**config.mk**
```make
export PLATFORM = sky130hd
export DESIGN_NAME = btn_event_decoder
export DESIGN_NICKNAME = d
export VERILOG_FILES = /design/src/rtl/btn_pkg.sv /design/src/rtl/btn_edge_det.sv /design/src/rtl/btn_event_decoder.sv
export SDC_FILE = /design/constraint.sdc
export NUM_CORES = 1
export LEC_CHECK = 0
export BUFFER_PORTS_ARGS = -buffer_cell sky130_fd_sc_hd__buf_4
export CAP_MARGIN = 20
export CORE_MARGIN = 4
export CORE_UTILIZATION = 50
export CTS_BUF_LIST = sky130_fd_sc_hd__clkbuf_2 sky130_fd_sc_hd__clkbuf_4 sky130_fd_sc_hd__clkbuf_8
export CTS_CLUSTER_SIZE = 16
export DETAILED_ROUTE_END_ITERATION = 8
export GPL_TIMING_DRIVEN = 0
export PLACE_DENSITY = 0.77
export SLEW_MARGIN = 0
export SYNTH_ARGS = -nofsm -noshare
export SYNTH_HDL_FRONTEND = slang
export SYNTH_HIERARCHICAL = 1
export SYNTH_SLANG_ARGS = --single-unit
```
**constraint.sdc**
```tcl
create_clock -name clk -period 5.5 [get_ports clk]
set_clock_uncertainty 0.05 [all_clocks]
set_input_delay 1.1 -clock clk [delete_from_list [all_inputs] [get_ports clk]]
set_output_delay 1.1 -clock clk [all_outputs]
set_load 0.02 [all_outputs]
```
**src/rtl/btn_pkg.sv**
```systemverilog
// Shared types and helpers for the push-button event decoder.
package btn_pkg;

  typedef enum logic [2:0] {
    IDLE,
    PRESS1,
    WAIT_GAP,
    PRESS2,
    LONG_HELD
  } btn_evt_state_t;

  // Counter width large enough to hold the longer of the two timeouts.
  function automatic int cnt_width(input int long_cycles, input int gap_cycles);
    int max_cycles;
    max_cycles = (long_cycles > gap_cycles) ? long_cycles : gap_cycles;
    return $clog2(max_cycles + 1);
  endfunction

endpackage

```
**src/rtl/btn_edge_det.sv**
```systemverilog
// Rise/fall detector for a level already synchronous to clk.
// The delayed copy resets high so a level held through reset is not
// mistaken for a fresh press.
module btn_edge_det (
  input  logic clk,
  input  logic rst,
  input  logic level,
  output logic rise,
  output logic fall
);

  logic level_q;

  // One-cycle delayed copy of the input level.
  always_ff @(posedge clk) begin
    if (rst) level_q <= 1'b1;
    else     level_q <= level;
  end

  assign rise = level & ~level_q;
  assign fall = ~level & level_q;

endmodule

```
**src/rtl/btn_event_decoder.sv**
```systemverilog
// Classifies debounced button presses into click, double-click and long-press
// one-cycle pulses.
//
// state     | meaning
// ----------+-----------------------------------------------------------
// IDLE      | waiting for a press
// PRESS1    | first press held, timing toward long press
// WAIT_GAP  | first press released, timing the gap for a second press
// PRESS2    | second press held, released -> double click, held -> long
// LONG_HELD | long press already reported, waiting for release
module btn_event_decoder
  import btn_pkg::*;
#(
  parameter int LONG_CYCLES = 50_000_000,
  parameter int GAP_CYCLES  = 12_500_000
) (
  input  logic clk,
  input  logic rst,
  input  logic btn_db,
  output logic click_pls,
  output logic dbl_click_pls,
  output logic long_pls,
  output logic busy
);

  localparam int CNT_W = cnt_width(LONG_CYCLES, GAP_CYCLES);
  // Terminal counts: the incremented counter value that ends each timeout.
  localparam logic [CNT_W-1:0] LONG_TC = CNT_W'(LONG_CYCLES - 1);
  localparam logic [CNT_W-1:0] GAP_TC  = CNT_W'(GAP_CYCLES - 1);

  logic           rise;
  logic           fall;
  btn_evt_state_t state;
  btn_evt_state_t state_nxt;
  logic [CNT_W-1:0] cnt;
  logic [CNT_W-1:0] cnt_nxt;
  logic [CNT_W-1:0] cnt_inc;
  logic           click_nxt;
  logic           dbl_nxt;
  logic           long_nxt;

  btn_edge_det u_edge (
    .clk   (clk),
    .rst   (rst),
    .level (btn_db),
    .rise  (rise),
    .fall  (fall)
  );

  // Saturating increment; the counter never wraps.
  assign cnt_inc = (&cnt) ? cnt : cnt + CNT_W'(1);

  // State, counter and registered outputs; reset suppresses any due pulse.
  always_ff @(posedge clk) begin
    if (rst) begin
      state         <= IDLE;
      cnt           <= '0;
      click_pls     <= 1'b0;
      dbl_click_pls <= 1'b0;
      long_pls      <= 1'b0;
      busy          <= 1'b0;
    end else begin
      state         <= state_nxt;
      cnt           <= cnt_nxt;
      click_pls     <= click_nxt;
      dbl_click_pls <= dbl_nxt;
      long_pls      <= long_nxt;
      busy          <= (state_nxt != IDLE);
    end
  end

  // Next-state, counter and pulse decode; release beats long expiry and a
  // second press beats gap expiry.
  always_comb begin
    state_nxt = state;
    cnt_nxt   = cnt;
    click_nxt = 1'b0;
    dbl_nxt   = 1'b0;
    long_nxt  = 1'b0;
    case (state)
      IDLE: begin
        if (rise) begin
          state_nxt = PRESS1;
          cnt_nxt   = '0;
        end
      end
      PRESS1: begin
        if (fall) begin
          state_nxt = WAIT_GAP;
          cnt_nxt   = '0;
        end else if (btn_db && cnt_inc >= LONG_TC) begin
          long_nxt  = 1'b1;
          state_nxt = LONG_HELD;
          cnt_nxt   = '0;
        end else if (btn_db) begin
          cnt_nxt = cnt_inc;
        end
      end
      WAIT_GAP: begin
        if (rise) begin
          state_nxt = PRESS2;
          cnt_nxt   = '0;
        end else if (cnt_inc >= GAP_TC) begin
          click_nxt = 1'b1;
          state_nxt = IDLE;
          cnt_nxt   = '0;
        end else begin
          cnt_nxt = cnt_inc;
        end
      end
      PRESS2: begin
        if (fall) begin
          dbl_nxt   = 1'b1;
          state_nxt = IDLE;
          cnt_nxt   = '0;
        end else if (btn_db && cnt_inc >= LONG_TC) begin
          long_nxt  = 1'b1;
          state_nxt = LONG_HELD;
          cnt_nxt   = '0;
        end else if (btn_db) begin
          cnt_nxt = cnt_inc;
        end
      end
      LONG_HELD: begin
        if (fall) begin
          state_nxt = IDLE;
          cnt_nxt   = '0;
        end
      end
      default: begin
        state_nxt = IDLE;
        cnt_nxt   = '0;
      end
    endcase
  end

endmodule

```
# Yosys cells after proc, flatten, opt, wreduce, memory -nomap -nowiden
# Index checks and enable logic that the tools add are counted.
classes:
  add_sub_neg: 1
  magnitude_cmp: 2
  n_eq_ne: 7
  mux: 20
  bitwise: 7
  reduce_logical: 9
op_table:
  columns: ["operator", "n"]
  rows:
  - ["2-to-1 mux 26 bit", 8]
  - ["case mux 26 bit (4 select lines)", 1]
  - ["adder 26 x 1 -> 26 bit, second input constant", 1]
  - ["greater-or-equal comparator 26 x 24 -> 1 bit, second input constant", 1]
  - ["greater-or-equal comparator 26 bit, second input constant", 1]
  - ["AND reduction 26 bit", 1]
  - ["2-to-1 mux 3 bit", 7]
  - ["case mux 3 bit (5 select lines)", 1]
  - ["== test 3 x 2 -> 1 bit, second input constant", 2]
  - ["OR reduction 3 bit", 2]
  - ["NOT 1 bit", 5]
  - ["!= test 2 bit, second input constant", 2]
  - ["!= test 4 x 1 -> 1 bit, second input constant", 1]
  - ["OR reduction 2 bit", 2]
  - ["== test 3 x 1 -> 1 bit, second input constant", 1]
  - ["== test 3 bit, second input constant", 1]
  - ["logical NOT 3 bit", 1]
  - ["2-to-1 mux 1 bit", 3]
  - ["AND reduction 3 bit", 1]
  - ["nonzero test 3 bit", 1]
  - ["AND 1 bit", 2]
  - ["logical AND 1 bit", 1]
totals:
  regBits: 34
  input_bits: 3
  out_inout_bits: 4
  wordCells: 53

# Longest topological paths before layout
depth:
  ltp_word: 8
  depth_mapped: 14
  ltp_nobuf: 11

# Cells and area by module
# The synthesis kept the hierarchy.
by_module_without_submodules:
  columns: ["mod", "n_inst", "cells_each", "area_each_um2", "seq_area_each_um2"]
  rows:
  - ["btn_event_decoder", 1, 318, 2539.9, 660.6]
  - ["btn_edge_det", 1, 4, 40.0, 20.0]

# Least setup slack after synthesis
# OpenSTA, ideal clock, no wires.
synth_path:
  path_kind: "flip-flop to flip-flop"
  from: "register cnt[0]"
  to: "register cnt[6]"
  setup_time_ns: 0.117
  t_arrival_ns: 3.146
  required_ns: 5.333
  path_slack_ns: 2.188
  stages_incl_launch_ff: 14
  n_path_buf: 2
  period_less_slack_ns: 3.312
  path_cell_list: "dfxtp_1 ha_1 nand3_4 or4_1 clkbuf_1 or3_1 a22oi_1 o21a_1 a21oi_1 o21ai_2 a2bb2o_4 buf_6 a31o_1 a22o_1"
synth_between:
  elab_chain_cells: 7
  elab_cells_between_ends: 14
  classes_between: "add/sub: 1; order compare: 2; eq/ne: 1; mux: 7; reduce/logical: 3"
synth_rtl:
  columns: ["item", "line", "text"]
  rows:
  - ["start, declared", "btn_event_decoder.sv:35", "logic [CNT_W-1:0] cnt;"]
  - ["start signal, assigned", "btn_event_decoder.sv:64", "cnt <= cnt_nxt;"]
  - ["adder 26 x 1 -> 26 bit / AND reduction 26 bit (equally long branches)", "btn_event_decoder.sv:51", "assign cnt_inc = (&cnt) ? cnt : cnt + CNT_W'(1);"]
  - ["2-to-1 mux 26 bit (*)", "btn_event_decoder.sv:51", null]
  - ["greater-or-equal comparator 26 bit", "btn_event_decoder.sv:91, btn_event_decoder.sv:116", null]
  - ["logical AND 1 bit", "btn_event_decoder.sv:91, btn_event_decoder.sv:116", null]
  - ["2-to-1 mux 26 bit", "btn_event_decoder.sv:91", "end else if (btn_db && cnt_inc >= LONG_TC) begin"]
  - ["2-to-1 mux 26 bit", "btn_event_decoder.sv:88", "if (fall) begin"]
  - ["case mux 26 bit (4 select lines)", "btn_event_decoder.sv:80", "case (state)"]
# Mark *: on every way between the ends. The rest lies on a longest branch, timed or not. The select of a mux whose other input is x is not followed.
# A chain may end at the register's enable or synchronous reset.

# Final worst setup path
layout_path:
  from: "register cnt[0]"
  to: "register cnt[4]"
# Same word-level chain as after synthesis.

==> out/metrics.json <==
{
  "power.share.combinational": {"value": 0.067},
  "clockPowerShare": {"value": 0.455},
  "grt_setup_unrepaired": {"value": "no"},
  "synthesis.area": {"value": 0.00258, "unit": "mm^2"},
  "crit_arrival": {"value": 3.95, "unit": "ns"},
  "syn_nets": {"value": 326},
  "detailedRoute.firstIterationViolations": {"value": 221},
  "r2r_start": {"value": "cnt[0]$_SDFFE_PP0P_"},
  "synth-edff-count": {"value": 0},
  "worst-setup-path-type": {"value": "flip-flop to flip-flop"},
  "power_per_cell_area": {"value": 184, "unit": "mW/mm^2"},
  "drtAntennaViolNets": {"value": 0},
  "post-cts-setup-buffer-count": {"value": 0},
  "synth_adder_area_share": {"value": 0.00485},
  "worst_hold_path_type": {"value": "flip-flop to flip-flop"},
  "worstSetupStartpointType": {"value": "flip-flop"},
  "vias": {"value": 2499},
  "detail_route.wirelength": {"value": 6600, "unit": "um"},
  "maxCapViolCount": {"value": 0},
  "crit_path_frequent_cell": {"value": "sky130_fd_sc_hd__buf_6"},
  "buffer_ports.inserted": {"value": 6},
  "buf_inv_stages_crit_path": {"value": 3},
  "clock_insertion_delay_worst_skew": {"value": 0.30, "unit": "ns"},
  "drc_errors": {"value": 0},
  "main_combinational_cell_family_by_area_after_synthesis": {"value": "simple AND/OR/NAND/NOR gates"},
  "yosys-mux-area-fraction": {"value": 0.0121},
  "grt_antenna_before_repair": {"value": 0},
  "postSynthRegisterBits": {"value": 34},
  "dieWidth": {"value": 79.8, "unit": "um"},
  "sw_frac_of_total": {"value": 0.243},
  "postSynthAreaPerCell": {"value": 8.01, "unit": "um^2"},
  "hold_depth": {"value": 2},
  "ys_types": {"value": 73},
  "power_leakage": {"value": 0.945, "unit": "nW"},
  "cts_htree_levels": {"value": 2},
  "rr_worst_depth": {"value": 14},
  "post-route-period-util": {"value": 0.697},
  "worst_path_largest_cell_delay": {"value": 0.52, "unit": "ns"},
  "worst_path_dominant_cell_family": {"value": "simple AND/OR/NAND/NOR gates"},
  "syn2layout_area_growth": {"value": 9.41, "unit": "%"},
  "critical_path_cell_count": {"value": 14},
  "max-slew-margin-rel": {"value": 0.542},
  "cts_resized": {"value": 0},
  "routabilityCongestion": {"value": 0.907},
  "synth_seq_area_share": {"value": 0.264},
  "postLayoutSetupSlackWorst": {"value": 1.67, "unit": "ns"},
  "clock_sinks": {"value": 34},
  "share_of_async_settable_or_async_resettable_flops_after_synthesis": {"value": 0},
  "min-delay-start": {"value": "state[1]$_SDFF_PP0_"},
  "cts.path.max_buffers": {"value": 2},
  "critical_path.endpoint_type": {"value": "flip-flop"},
  "worst-slew-pin-transition": {"value": 0.680, "unit": "ns"},
  "fin_setup_tns": {"value": 0, "unit": "ns"},
  "detail_route.vias_per_cell": {"value": 6.20},
  "grt_use_total": {"value": 0.221},
  "tritoncts.num_buffers": {"value": 5},
  "run_status": {"value": "finished, final reports clean"},
  "final.hold.worst_slack": {"value": 0.461, "unit": "ns"},
  "pin_count": {"value": 7},
  "floorplan_die_area": {"value": 0.00637, "unit": "mm^2"},
  "synth-simple-area-share": {"value": 0.351},
  "finalNetCount": {"value": 339},
  "critical_path.startpoint": {"value": "cnt[0]$_SDFFE_PP0P_"},
  "cpMaxStageDelayCell": {"value": "sky130_fd_sc_hd__or4_1"},
  "grt_max_degree": {"value": 13},
  "switching_power": {"value": 0.000126, "unit": "W"},
  "ys.flop_type": {"value": "sky130_fd_sc_hd__dfxtp_1"},
  "dieHeight": {"value": 79.8, "unit": "um"},
  "final_layout_size_suffix_gt1_frac": {"value": 0.170},
  "cellInternalPower": {"value": 0.000393, "unit": "W"},
  "max_freq": {"value": 261, "unit": "MHz"},
  "cts_hold_buf": {"value": 0},
  "place_ws": {"value": 1.73, "unit": "ns"},
  "grt.overflow.total": {"value": 0},
  "fp.coreArea": {"value": 0.00485, "unit": "mm^2"},
  "grt_first_pass_wirelength": {"value": 11100, "unit": "um"},
  "cts.reportedPaths.clkPinSlew": {"value": 0.08, "unit": "ns"},
  "yosys.area_share.xor_xnor": {"value": 0.0543},
  "final_period_minus_worst_setup_slack": {"value": 3.83, "unit": "ns"},
  "path_max_fanout": {"value": 10},
  "dp.final_hpwl": {"value": 4940, "unit": "um"},
  "ir_worst_vdd": {"value": 0.117, "unit": "mV"},
  "crit_path_cell_trace": {"value": "ha_1, nand3_4, or4_1, clkbuf_1, nor3_1, o221ai_1, nor4b_1, o2111ai_1, o21ai_2, a2bb2o_4, buf_6, a21oi_2, buf_6, a311oi_2"},
  "report.final.slew_viol_count": {"value": 0},
  "grt_pass1_vias": {"value": 2275},
  "cts_root_buffer_type": {"value": "sky130_fd_sc_hd__clkbuf_8"},
  "routedWlPerCell": {"value": 16.4, "unit": "um"},
  "number_of_rows_created_at_floorplan": {"value": 25},
  "initial_utilization": {"value": 0.532},
  "yosysWarnings": {"value": 6},
  "synth_cells": {"value": 322},
  "finalHoldViolations": {"value": 0},
  "cts_tree": {"value": "yes"},
  "synth_compound_gate_area_share": {"value": 0.247},
  "antenna-diode-count": {"value": 0},
  "power_frac_seq": {"value": 0.478},
  "detailedRoute.firstPassIterationCount": {"value": 5},
  "report.final.setup_viol": {"value": 0},
  "critical_path_required": {"value": 5.61, "unit": "ns"}
}
## cells by family (layout without fill, tap and decap cells)
logic type | Yosys count | after routing
simple gates | 156 | 156
compound gates | 78 | 78
flops | 34 | 34
buf+inv | 34 | 48
xor+xnor | 16 | 16
mux | 3 | 3
fa+ha+maj | 1 | 1
## layout by cell type (no fill, tap or decap), types with 3 or more instances in the layout
master / instances
sky130_fd_sc_hd__nor4_1: 4
sky130_fd_sc_hd__and3_1: 7
sky130_fd_sc_hd__o21a_1: 4
sky130_fd_sc_hd__buf_4: 8
sky130_fd_sc_hd__o211ai_1: 5
sky130_fd_sc_hd__nor3_2: 4
sky130_fd_sc_hd__a22o_1: 5
sky130_fd_sc_hd__and4_1: 4
sky130_fd_sc_hd__clkbuf_2: 3
sky130_fd_sc_hd__buf_2: 9
sky130_fd_sc_hd__buf_6: 3
sky130_fd_sc_hd__nand2b_1: 4
sky130_fd_sc_hd__xnor2_1: 10
sky130_fd_sc_hd__dfxtp_1: 34
sky130_fd_sc_hd__clkbuf_8: 5
sky130_fd_sc_hd__nand3_1: 14
sky130_fd_sc_hd__nor3_1: 13
sky130_fd_sc_hd__xor2_1: 6
sky130_fd_sc_hd__a22oi_1: 3
sky130_fd_sc_hd__clkbuf_1: 8
sky130_fd_sc_hd__a221o_1: 3
sky130_fd_sc_hd__a21oi_1: 11
sky130_fd_sc_hd__nor2_1: 32
sky130_fd_sc_hd__o21ai_0: 11
sky130_fd_sc_hd__nor4b_1: 4
sky130_fd_sc_hd__a311oi_1: 3
sky130_fd_sc_hd__nand2_1: 28
sky130_fd_sc_hd__inv_1: 8
sky130_fd_sc_hd__or4_1: 3
sky130_fd_sc_hd__or2_2: 4
sky130_fd_sc_hd__or3_1: 5
sky130_fd_sc_hd__nand4_1: 9
sky130_fd_sc_hd__a31oi_1: 4
sky130_fd_sc_hd__and2_1: 4
## metal layers
layer  track usage  share of wire
met1         0.293           0.46
met2         0.356           0.46
met3        0.0339          0.053
met4        0.0895          0.027
met5             0              0
## layout make-up
cell class / instances / area, um^2
Buffer: 26 / 143
Clock buffer: 5 / 68.8
Clock inverter: 3 / 45.0
Fill cell: 459 / 2030
Inverter: 8 / 30.0
Multi-Input combinational cell: 254 / 1730
Sequential cell: 34 / 681
Tap cell: 67 / 83.8
Timing Repair Buffer: 6 / 45.0
## metrics by stage
step / power (W) / cells / util / cell area [um^2]
floorplan: 0.000278 / 322 / - / 2580
global placement: 0.000288 / 395 / 0.559 / 2710
detailed placement: 0.000289 / 395 / 0.559 / 2710
CTS: 0.000525 / 403 / 0.582 / 2820
global route: 0.000541 / 403 / 0.582 / 2820
finish: 0.000520 / 403 / 0.582 / 2820
## power by group through the flow
stage	Combinational [W]	Sequential (W)	Clock, W
final	0.0000348	0.000248	0.000237
after global routing	0.0000376	0.000248	0.000255
after CTS	0.0000343	0.000248	0.000243
after detailed placement	0.0000344	0.000254	0
after global placement	0.0000341	0.000254	0
after floorplan	0.0000234	0.000254	0
## path summary, 6_finish.rpt
kind | end | slack, ns
max reg2reg | cnt[4]$_SDFFE_PP0P_ | 1.67
min | dbl_click_pls$_SDFF_PP0_ | 0.46
min reg2reg | dbl_click_pls$_SDFF_PP0_ | 0.46
max | cnt[4]$_SDFFE_PP0P_ | 1.67
## cell usage after synthesis (3+ instances only)
cell,count,area [um^2]
sky130_fd_sc_hd__o21a_1,4,30.0
sky130_fd_sc_hd__a311oi_1,3,26.3
sky130_fd_sc_hd__nor3_1,13,65.1
sky130_fd_sc_hd__a22oi_1,3,22.5
sky130_fd_sc_hd__buf_6,3,33.8
sky130_fd_sc_hd__nor2_1,32,120
sky130_fd_sc_hd__a21oi_1,11,55.1
sky130_fd_sc_hd__o21ai_0,11,55.1
sky130_fd_sc_hd__and4_1,4,35.0
sky130_fd_sc_hd__dfxtp_1,34,681
sky130_fd_sc_hd__xnor2_1,10,87.6
sky130_fd_sc_hd__nand4_1,9,56.3
sky130_fd_sc_hd__clkbuf_1,8,30.0
sky130_fd_sc_hd__a221o_1,3,30.0
sky130_fd_sc_hd__inv_1,8,30.0
sky130_fd_sc_hd__or2_2,4,25.0
sky130_fd_sc_hd__a22o_1,5,43.8
sky130_fd_sc_hd__buf_2,9,45.0
sky130_fd_sc_hd__and2_1,4,25.0
sky130_fd_sc_hd__xor2_1,6,52.6
sky130_fd_sc_hd__nand2_1,28,105
sky130_fd_sc_hd__or4_1,3,22.5
sky130_fd_sc_hd__clkbuf_2,3,15.0
sky130_fd_sc_hd__nand3_1,14,70.1
sky130_fd_sc_hd__nor4_1,4,25.0
sky130_fd_sc_hd__and3_1,7,43.8
sky130_fd_sc_hd__nand2b_1,4,25.0
sky130_fd_sc_hd__or3_1,5,31.3
sky130_fd_sc_hd__o211ai_1,5,37.5
sky130_fd_sc_hd__nor3_2,4,40.0
sky130_fd_sc_hd__nor4b_1,4,35.0
sky130_fd_sc_hd__a31oi_1,4,25.0
## worst register-to-register path, cell delays in order (launching register included)
cell and delay, ns:
sky130_fd_sc_hd__dfxtp_1 0.48, sky130_fd_sc_hd__ha_1 0.36, sky130_fd_sc_hd__nand3_4 0.16, sky130_fd_sc_hd__or4_1 0.52, sky130_fd_sc_hd__clkbuf_1 0.18, sky130_fd_sc_hd__nor3_1 0.24
sky130_fd_sc_hd__o221ai_1 0.19, sky130_fd_sc_hd__nor4b_1 0.35, sky130_fd_sc_hd__o2111ai_1 0.23, sky130_fd_sc_hd__o21ai_2 0.18, sky130_fd_sc_hd__a2bb2o_4 0.24, sky130_fd_sc_hd__buf_6 0.13
sky130_fd_sc_hd__a21oi_2 0.17, sky130_fd_sc_hd__buf_6 0.17, sky130_fd_sc_hd__a311oi_2 0.05
## state kept, by name, summed over array words and instances, names as in the netlist
register and cells:
cnt 26, long_pls 1, busy 1, state 3, u_edge/level_q 1, dbl_click_pls 1
click_pls 1
Power figures use the tool's default switching activity.
